### config.mk
export PLATFORM = sky130hd
export DESIGN_NAME = layer_seq
export DESIGN_NICKNAME = d
export VERILOG_FILES = /design/src/rtl/layer_seq.sv
export SDC_FILE = /design/constraint.sdc
export NUM_CORES = 1
export LEC_CHECK = 0
export ABC_AREA = 1
export CAP_MARGIN = 20
export CORE_MARGIN = 5
export CORE_UTILIZATION = 45
export CTS_BUF_LIST = sky130_fd_sc_hd__clkbuf_16
export CTS_CLUSTER_DIAMETER = 40
export DETAILED_ROUTE_END_ITERATION = 6
export GPL_TIMING_DRIVEN = 0
export SLEW_MARGIN = 40
export SYNTH_ARGS = -nofsm -noshare
export SYNTH_HDL_FRONTEND = slang
export SYNTH_SLANG_ARGS = --single-unit
### constraint.sdc
create_clock -name clk -period 13.65 [get_ports clk]
set_clock_uncertainty 0.15 [all_clocks]
set_input_delay 2.0475 -clock clk [delete_from_list [all_inputs] [get_ports clk]]
set_output_delay 2.0475 -clock clk [all_outputs]
set_load 0.05 [all_outputs]
### src/rtl/layer_seq.sv
// ---------------------------------------------------------------------------
// layer_seq
//
// Multi-layer sequencer for the tiny_dnn accelerator top. The host fills a
// small descriptor table. A start pulse then walks up to NL layers. For each
// layer the sequencer optionally loads weights, then optionally loads biases,
// then executes. It steps from phase to phase on stream-completion events, so
// the host does not have to poll between phases.
//
// Stream events: src_fire_last and dst_fire_last are single-cycle flags for
// completed transfers (valid & ready & last, all in the same cycle) on the
// source and destination AXI streams. The sequencer never back-pressures
// them. A phase that waits for one of these events consumes exactly one of
// them. An event that arrives while no phase is waiting for it is discarded.
//
// Ports
//   clk, rst          clock; synchronous active-high reset
//   cfg_we/addr/wdata descriptor write port (accepted in IDLE/DONE only)
//   start, n_layers   start pulse with layer count (0..NL)
//   abort             return to IDLE on the next cycle, with no done pulse
//   src_fire_last     end of a weight/bias stream (source side)
//   dst_fire_last     end of a result stream (destination side)
//   run, wwrite, bwrite, backprop, deltaw, enbias, last
//                     registered mode strobes to the accelerator top
//   geom              geometry bus {ss..kw} of the current layer
//   layer_idx         index of the current layer
//   busy              a sequence is in progress
//   done              one-cycle pulse when a sequence ends
//   err               sticky error flag (bad cfg write or start)
//   state_dbg         current FSM state, for debug and checkers
//
// Descriptor layout (bit 0 = LSB):
//   {geometry[GW-1:0], last_f, enbias_f, deltaw_f, backprop_f, bload_f, wload_f}
// ---------------------------------------------------------------------------
module layer_seq #(
    parameter int NL = 8,
    parameter int GW = 116,
    parameter int DW = GW + 6,
    localparam int AW = $clog2(NL),
    localparam int CW = AW + 1
) (
    input  logic          clk,
    input  logic          rst,
    input  logic          cfg_we,
    input  logic [AW-1:0] cfg_addr,
    input  logic [DW-1:0] cfg_wdata,
    input  logic          start,
    input  logic [CW-1:0] n_layers,
    input  logic          abort,
    input  logic          src_fire_last,
    input  logic          dst_fire_last,
    output logic          run,
    output logic          wwrite,
    output logic          bwrite,
    output logic          backprop,
    output logic          deltaw,
    output logic          enbias,
    output logic          last,
    output logic [GW-1:0] geom,
    output logic [AW-1:0] layer_idx,
    output logic          busy,
    output logic          done,
    output logic          err,
    output logic [2:0]    state_dbg
);

    typedef enum logic [2:0] {
        S_IDLE  = 3'd0,
        S_FETCH = 3'd1,
        S_WLD   = 3'd2,
        S_BLD   = 3'd3,
        S_GAP   = 3'd4,
        S_RUN   = 3'd5,
        S_NEXT  = 3'd6,
        S_DONE  = 3'd7
    } state_t;

    localparam logic [CW-1:0] NL_C  = CW'(NL);
    localparam logic [CW-1:0] ONE_C = CW'(1);

    // Descriptor field positions
    localparam int F_WLOAD    = 0;
    localparam int F_BLOAD    = 1;
    localparam int F_BACKPROP = 2;
    localparam int F_DELTAW   = 3;
    localparam int F_ENBIAS   = 4;
    localparam int F_LAST     = 5;

    state_t        state;
    logic          fetch_ph;     // 0: address cycle, 1: data cycle
    logic [CW-1:0] n_reg;        // layer count captured at start
    logic          bload_flag;   // current layer also loads biases
    logic          last_flag;    // descriptor forces last on this layer
    logic          gap_to_run;   // GAP exits to RUN (1) or to BLD (0)
    logic [DW-1:0] rd_data;

    logic [DW-1:0] mem [NL];

    logic          idle_like;
    logic          cfg_ok;
    logic [CW-1:0] idx_next;
    logic          is_final;

    // DONE behaves like IDLE for cfg writes and for start.
    assign idle_like = (state == S_IDLE) || (state == S_DONE);
    assign cfg_ok    = cfg_we && idle_like;
    assign idx_next  = {1'b0, layer_idx} + ONE_C;
    assign is_final  = (idx_next == n_reg);
    assign state_dbg = state;

    // Descriptor table: synchronous-RAM style with one cycle of read latency.
    // The table is not reset. The read address is layer_idx on every cycle,
    // and FETCH allows one cycle for that read to land in rd_data.
    always_ff @(posedge clk) begin
        if (cfg_ok) begin
            mem[cfg_addr] <= cfg_wdata;
        end
        rd_data <= mem[layer_idx];
    end

    // Main sequencer. Every output is a register. Each output is assigned
    // on the transition into the state that owns it.
    always_ff @(posedge clk) begin
        if (rst) begin
            state      <= S_IDLE;
            fetch_ph   <= 1'b0;
            n_reg      <= '0;
            bload_flag <= 1'b0;
            last_flag  <= 1'b0;
            gap_to_run <= 1'b0;
            run        <= 1'b0;
            wwrite     <= 1'b0;
            bwrite     <= 1'b0;
            backprop   <= 1'b0;
            deltaw     <= 1'b0;
            enbias     <= 1'b0;
            last       <= 1'b0;
            geom       <= '0;
            layer_idx  <= '0;
            busy       <= 1'b0;
            done       <= 1'b0;
            err        <= 1'b0;
        end else begin
            done <= 1'b0;

            // A cfg write or a start that arrives mid-sequence is dropped
            // and flagged as an error.
            if (cfg_we && !idle_like) begin
                err <= 1'b1;
            end
            if (start && !idle_like) begin
                err <= 1'b1;
            end

            if (abort) begin
                // Abort takes precedence over every transition. All
                // strobes clear and no done pulse is produced.
                state      <= S_IDLE;
                fetch_ph   <= 1'b0;
                run        <= 1'b0;
                wwrite     <= 1'b0;
                bwrite     <= 1'b0;
                last       <= 1'b0;
                backprop   <= 1'b0;
                deltaw     <= 1'b0;
                enbias     <= 1'b0;
                geom       <= '0;
                layer_idx  <= '0;
                busy       <= 1'b0;
            end else begin
                case (state)
                    S_IDLE, S_DONE: begin
                        state <= S_IDLE;
                        if (start) begin
                            if (n_layers == '0) begin
                                // Empty sequence: done pulse, no strobes.
                                state <= S_DONE;
                                done  <= 1'b1;
                                err   <= 1'b0;
                            end else if (n_layers > NL_C) begin
                                err <= 1'b1;
                            end else begin
                                state     <= S_FETCH;
                                fetch_ph  <= 1'b0;
                                layer_idx <= '0;
                                n_reg     <= n_layers;
                                busy      <= 1'b1;
                                err       <= 1'b0;
                            end
                        end
                    end

                    S_FETCH: begin
                        if (!fetch_ph) begin
                            fetch_ph <= 1'b1;
                        end else begin
                            fetch_ph   <= 1'b0;
                            geom       <= rd_data[DW-1:6];
                            backprop   <= rd_data[F_BACKPROP];
                            deltaw     <= rd_data[F_DELTAW];
                            enbias     <= rd_data[F_ENBIAS];
                            last_flag  <= rd_data[F_LAST];
                            bload_flag <= rd_data[F_BLOAD];
                            run        <= 1'b1;
                            if (rd_data[F_WLOAD]) begin
                                state  <= S_WLD;
                                wwrite <= 1'b1;
                            end else if (rd_data[F_BLOAD]) begin
                                state  <= S_BLD;
                                bwrite <= 1'b1;
                            end else begin
                                state <= S_RUN;
                                last  <= rd_data[F_LAST] || is_final;
                            end
                        end
                    end

                    S_WLD: begin
                        if (src_fire_last) begin
                            state      <= S_GAP;
                            run        <= 1'b0;
                            wwrite     <= 1'b0;
                            gap_to_run <= !bload_flag;
                        end
                    end

                    S_BLD: begin
                        if (src_fire_last) begin
                            state      <= S_GAP;
                            run        <= 1'b0;
                            bwrite     <= 1'b0;
                            gap_to_run <= 1'b1;
                        end
                    end

                    // One idle cycle with run low, so the downstream
                    // controls restart their counters between phases.
                    S_GAP: begin
                        run <= 1'b1;
                        if (gap_to_run) begin
                            state <= S_RUN;
                            last  <= last_flag || is_final;
                        end else begin
                            state  <= S_BLD;
                            bwrite <= 1'b1;
                        end
                    end

                    S_RUN: begin
                        if (dst_fire_last) begin
                            state <= S_NEXT;
                            run   <= 1'b0;
                            last  <= 1'b0;
                        end
                    end

                    S_NEXT: begin
                        if (is_final) begin
                            state     <= S_DONE;
                            done      <= 1'b1;
                            busy      <= 1'b0;
                            geom      <= '0;
                            backprop  <= 1'b0;
                            deltaw    <= 1'b0;
                            enbias    <= 1'b0;
                            layer_idx <= '0;
                        end else begin
                            state     <= S_FETCH;
                            fetch_ph  <= 1'b0;
                            layer_idx <= layer_idx + 1'b1;
                        end
                    end

                    default: begin
                        state <= S_IDLE;
                    end
                endcase
            end
        end
    end

endmodule

==> impl_metrics.tcl <==
set metrics [dict create \
    arrival_ps 5060 \
    syn_nets 4003 \
    synth_top_cells_by_area "edfxtp_1 (63%), dfxtp_1 (11%), nor2_1 (8.2%), nand2_1 (6.4%), o32ai_1 (4.6%)" \
    reg_top3 "mem (976), rd_data (122), geom (116)" \
    relSlewSlack 0.425 \
    cap_violations 0 \
    crit_end "mem[5][53]" \
    ctsHtreeMaxLevel 4 \
    syn2layout_area_growth_pct 24.9 \
    row_count 117 \
    async_flop_share 0 \
    path_class "input pin to register" \
    min_path_type "register to register" \
    power_frac_comb 0.068 \
    worstSetupEndpointType "register" \
    drtIter0Drc 3316 \
    synth_cells 3866 \
    wirelength_mm 132 \
    min_period_over_period 0.349 \
    peakVddDrop_uv 116 \
    gr-total-overflow 0 \
    post-cts-setup-buffers 0 \
    route.detailed.drc 0 \
    grt_use_total 0.238 \
    crit_path_start_kind "input pin" \
    wl_per_cell_um 22.4 \
    fp.dieArea_um2 109000 \
    pin_count 268 \
    clock_latency_ps 750 \
    cts_tree "built" \
    clkTransAtPathRegs_ps 60 \
    final_nets 4504 \
    clock-sinks 1238 \
    switchingPower_mw 2.06 \
    hold_buffers 0 \
    fmaxAchievable_ghz 0.210 \
    vias_per_cell 5.36 \
    drtPass1Iterations 5 \
    synthMostInstantiatedCell "nor2_1" \
    antenna_found_initial 32 \
    worstSetupStartpoint "cfg_we" \
    critPathMaxFanout 15 \
    rr_worst_depth 12 \
    cts_root_buf "clkbuf_16" \
    seqPwrFrac 0.473 \
    path_delay_family "simple AND/OR/NAND/NOR gates" \
    cp_cell_sequence "clkdlybuf4s50_1 > inv_1 > nor2_1 > nand2_1 > nor2_4 > buf_16 > buf_16 > buf_8 > buf_16 > buf_16" \
    vias 31500 \
    ant_nets 0 \
    yosys_register_bits 1238 \
    slowest_stage "nor2_1" \
    yosysTopAreaCell "edfxtp_1" \
    synth_ff_type "edfxtp_1" \
    r2r_start "state_dbg[2]" \
    drive_gt1_frac 0.0976 \
    maxSlewViolCount 0 \
    p_leak_nw 20.5 \
    final_hold_viol_count 0 \
    ys_warn_count 0 \
    switching_share 0.229 \
    synth_edf_count 976 \
    final_cell_area_um2 57900 \
    fin_util 0.567 \
    ctsResizeCount 0 \
    synth_top_area_frac 0.633 \
    grt_pass1_wl_mm 193 \
    grt_max_degree 18 \
    start_util 0.454 \
    outcome "finished clean" \
    cp_common_cell "buf_16" \
    min_from "bload_flag" \
    p_clk_frac 0.460 \
    syn_area_um2 46300 \
    clockBufferDepth 3 \
    dp_hpwl_mm 87.0 \
    core_area_um2 102000 \
    reg2reg_to "mem[5][53]" \
    die_w_um 331 \
    rsz0062_at_grt "false" \
    setup_viol 0 \
    internal_power_mw 6.91 \
    largest_register_ffs 976 \
    power_density_nw_per_um2 155 \
    r2r_slack_ps 9850 \
    critPathRequiredTime_ps 13950 \
    die_y_um 331 \
    p_total_mw 8.97 \
    port_buffers 267 \
    worstMarginPinSlew_ps 862 \
    gp_congestion 0.804 \
    fillCellCount 8394 \
    cp_num_cells 10 \
    yosysSeqAreaShare 0.746 \
    crit_path_max_incr_delay_ps 650 \
    regMostFlops "mem" \
    yosys-top-cells-count "nor2_1 (1,008), edfxtp_1 (976), nand2_1 (790)" \
    finalCriticalPeriod_ps 4760 \
    grt_pass1_vias 30500 \
    place_area_um2 52600 \
    syn_avg_cell_area_um2 12.0 \
    crit_buf_inv 7 \
    cts_buffers 154 \
    synth_cell_types 26 \
]
-- stage by stage --
| stage | instances | setup TNS (ps) | hold slack, ps | worst slack, ps |
|---|---|---|---|---|
| after global routing | 5872 | 0 | 337 | 8820 |
| after CTS | 5867 | 0 | 296 | 8940 |
| after global placement | 5501 | -822470 | 290 | -1160 |
| after detailed placement | 5579 | 0 | 284 | 8170 |
| after floorplan | 3866 | 0 | 259 | 5520 |
| final | 5882 | 0 | 301 | 8890 |
-- layer usage --
metal / GRT usage / routed length (um) / up-vias
met2: 0.374 / 60500 / 1285
li1: - / - / 14600
met1: 0.335 / 56200 / 15400
met4: 0.0760 / 3600 / 10
met3: 0.0502 / 11300 / 232
met5: 0 / 61 / -
-- cell families (layout without fill, tap and decap cells) --
group / Yosys count / count (layout) / synth area share
DFF: 1238 / 1238 / 0.746
adders and majority gates: 1 / 1 / 0.000270
other: 0 / 15 / 0
buffers and inverters: 283 / 916 / 0.0289
AOI/OAI and AO/OA: 522 / 522 / 0.0764
and+or+nand+nor: 1822 / 1822 / 0.149
-- power by group through the flow --
stage               sequential [mW]  combinational, mW  clock [mW]
detailed placement             4.32              0.605           0
global placement               4.35              0.555           0
global route                   4.25              0.662        4.35
finish                         4.24              0.608        4.12
CTS                            4.24              0.609        4.18
floorplan                      4.33              0.293           0
-- layout by cell type, fill, tap and decap left out, types with 24 or more instances in the layout --
| cell | netlist | routed |
|---|---|---|
| clkbuf_16 | 0 | 160 |
| buf_6 | 24 | 24 |
| edfxtp_1 | 976 | 976 |
| inv_1 | 38 | 64 |
| clkdlybuf4s50_1 | 0 | 267 |
| dfxtp_1 | 262 | 262 |
| buf_16 | 0 | 47 |
| nand2_1 | 790 | 790 |
| clkbuf_1 | 141 | 132 |
| nor2_1 | 1008 | 999 |
| o21ai_0 | 261 | 261 |
| buf_8 | 2 | 33 |
| o32ai_1 | 244 | 244 |
| buf_2 | 58 | 58 |
-- final cells by class --
class	instances	area [um2]	area share
Timing Repair Buffer	345	4430	0.0766
Multi-Input combinational cell	2345	10500	0.182
Buffer	242	1190	0.0207
Clock inverter	128	1260	0.0218
Sequential cell	1238	34600	0.597
Tap cell	1368	1710	0.0296
Clock buffer	160	4000	0.0692
Antenna cell	15	37.5	0.000649
Inverter	41	156	0.00270
-- worst min path at each step --
stage                 endpoint  cells past startpoint
CTS                 gap_to_run                      1
global route        gap_to_run                      1
floorplan           gap_to_run                      1
finish              gap_to_run                      1
detailed placement  gap_to_run                      1
global placement    gap_to_run                      1
Power figures use the tool's default switching activity.
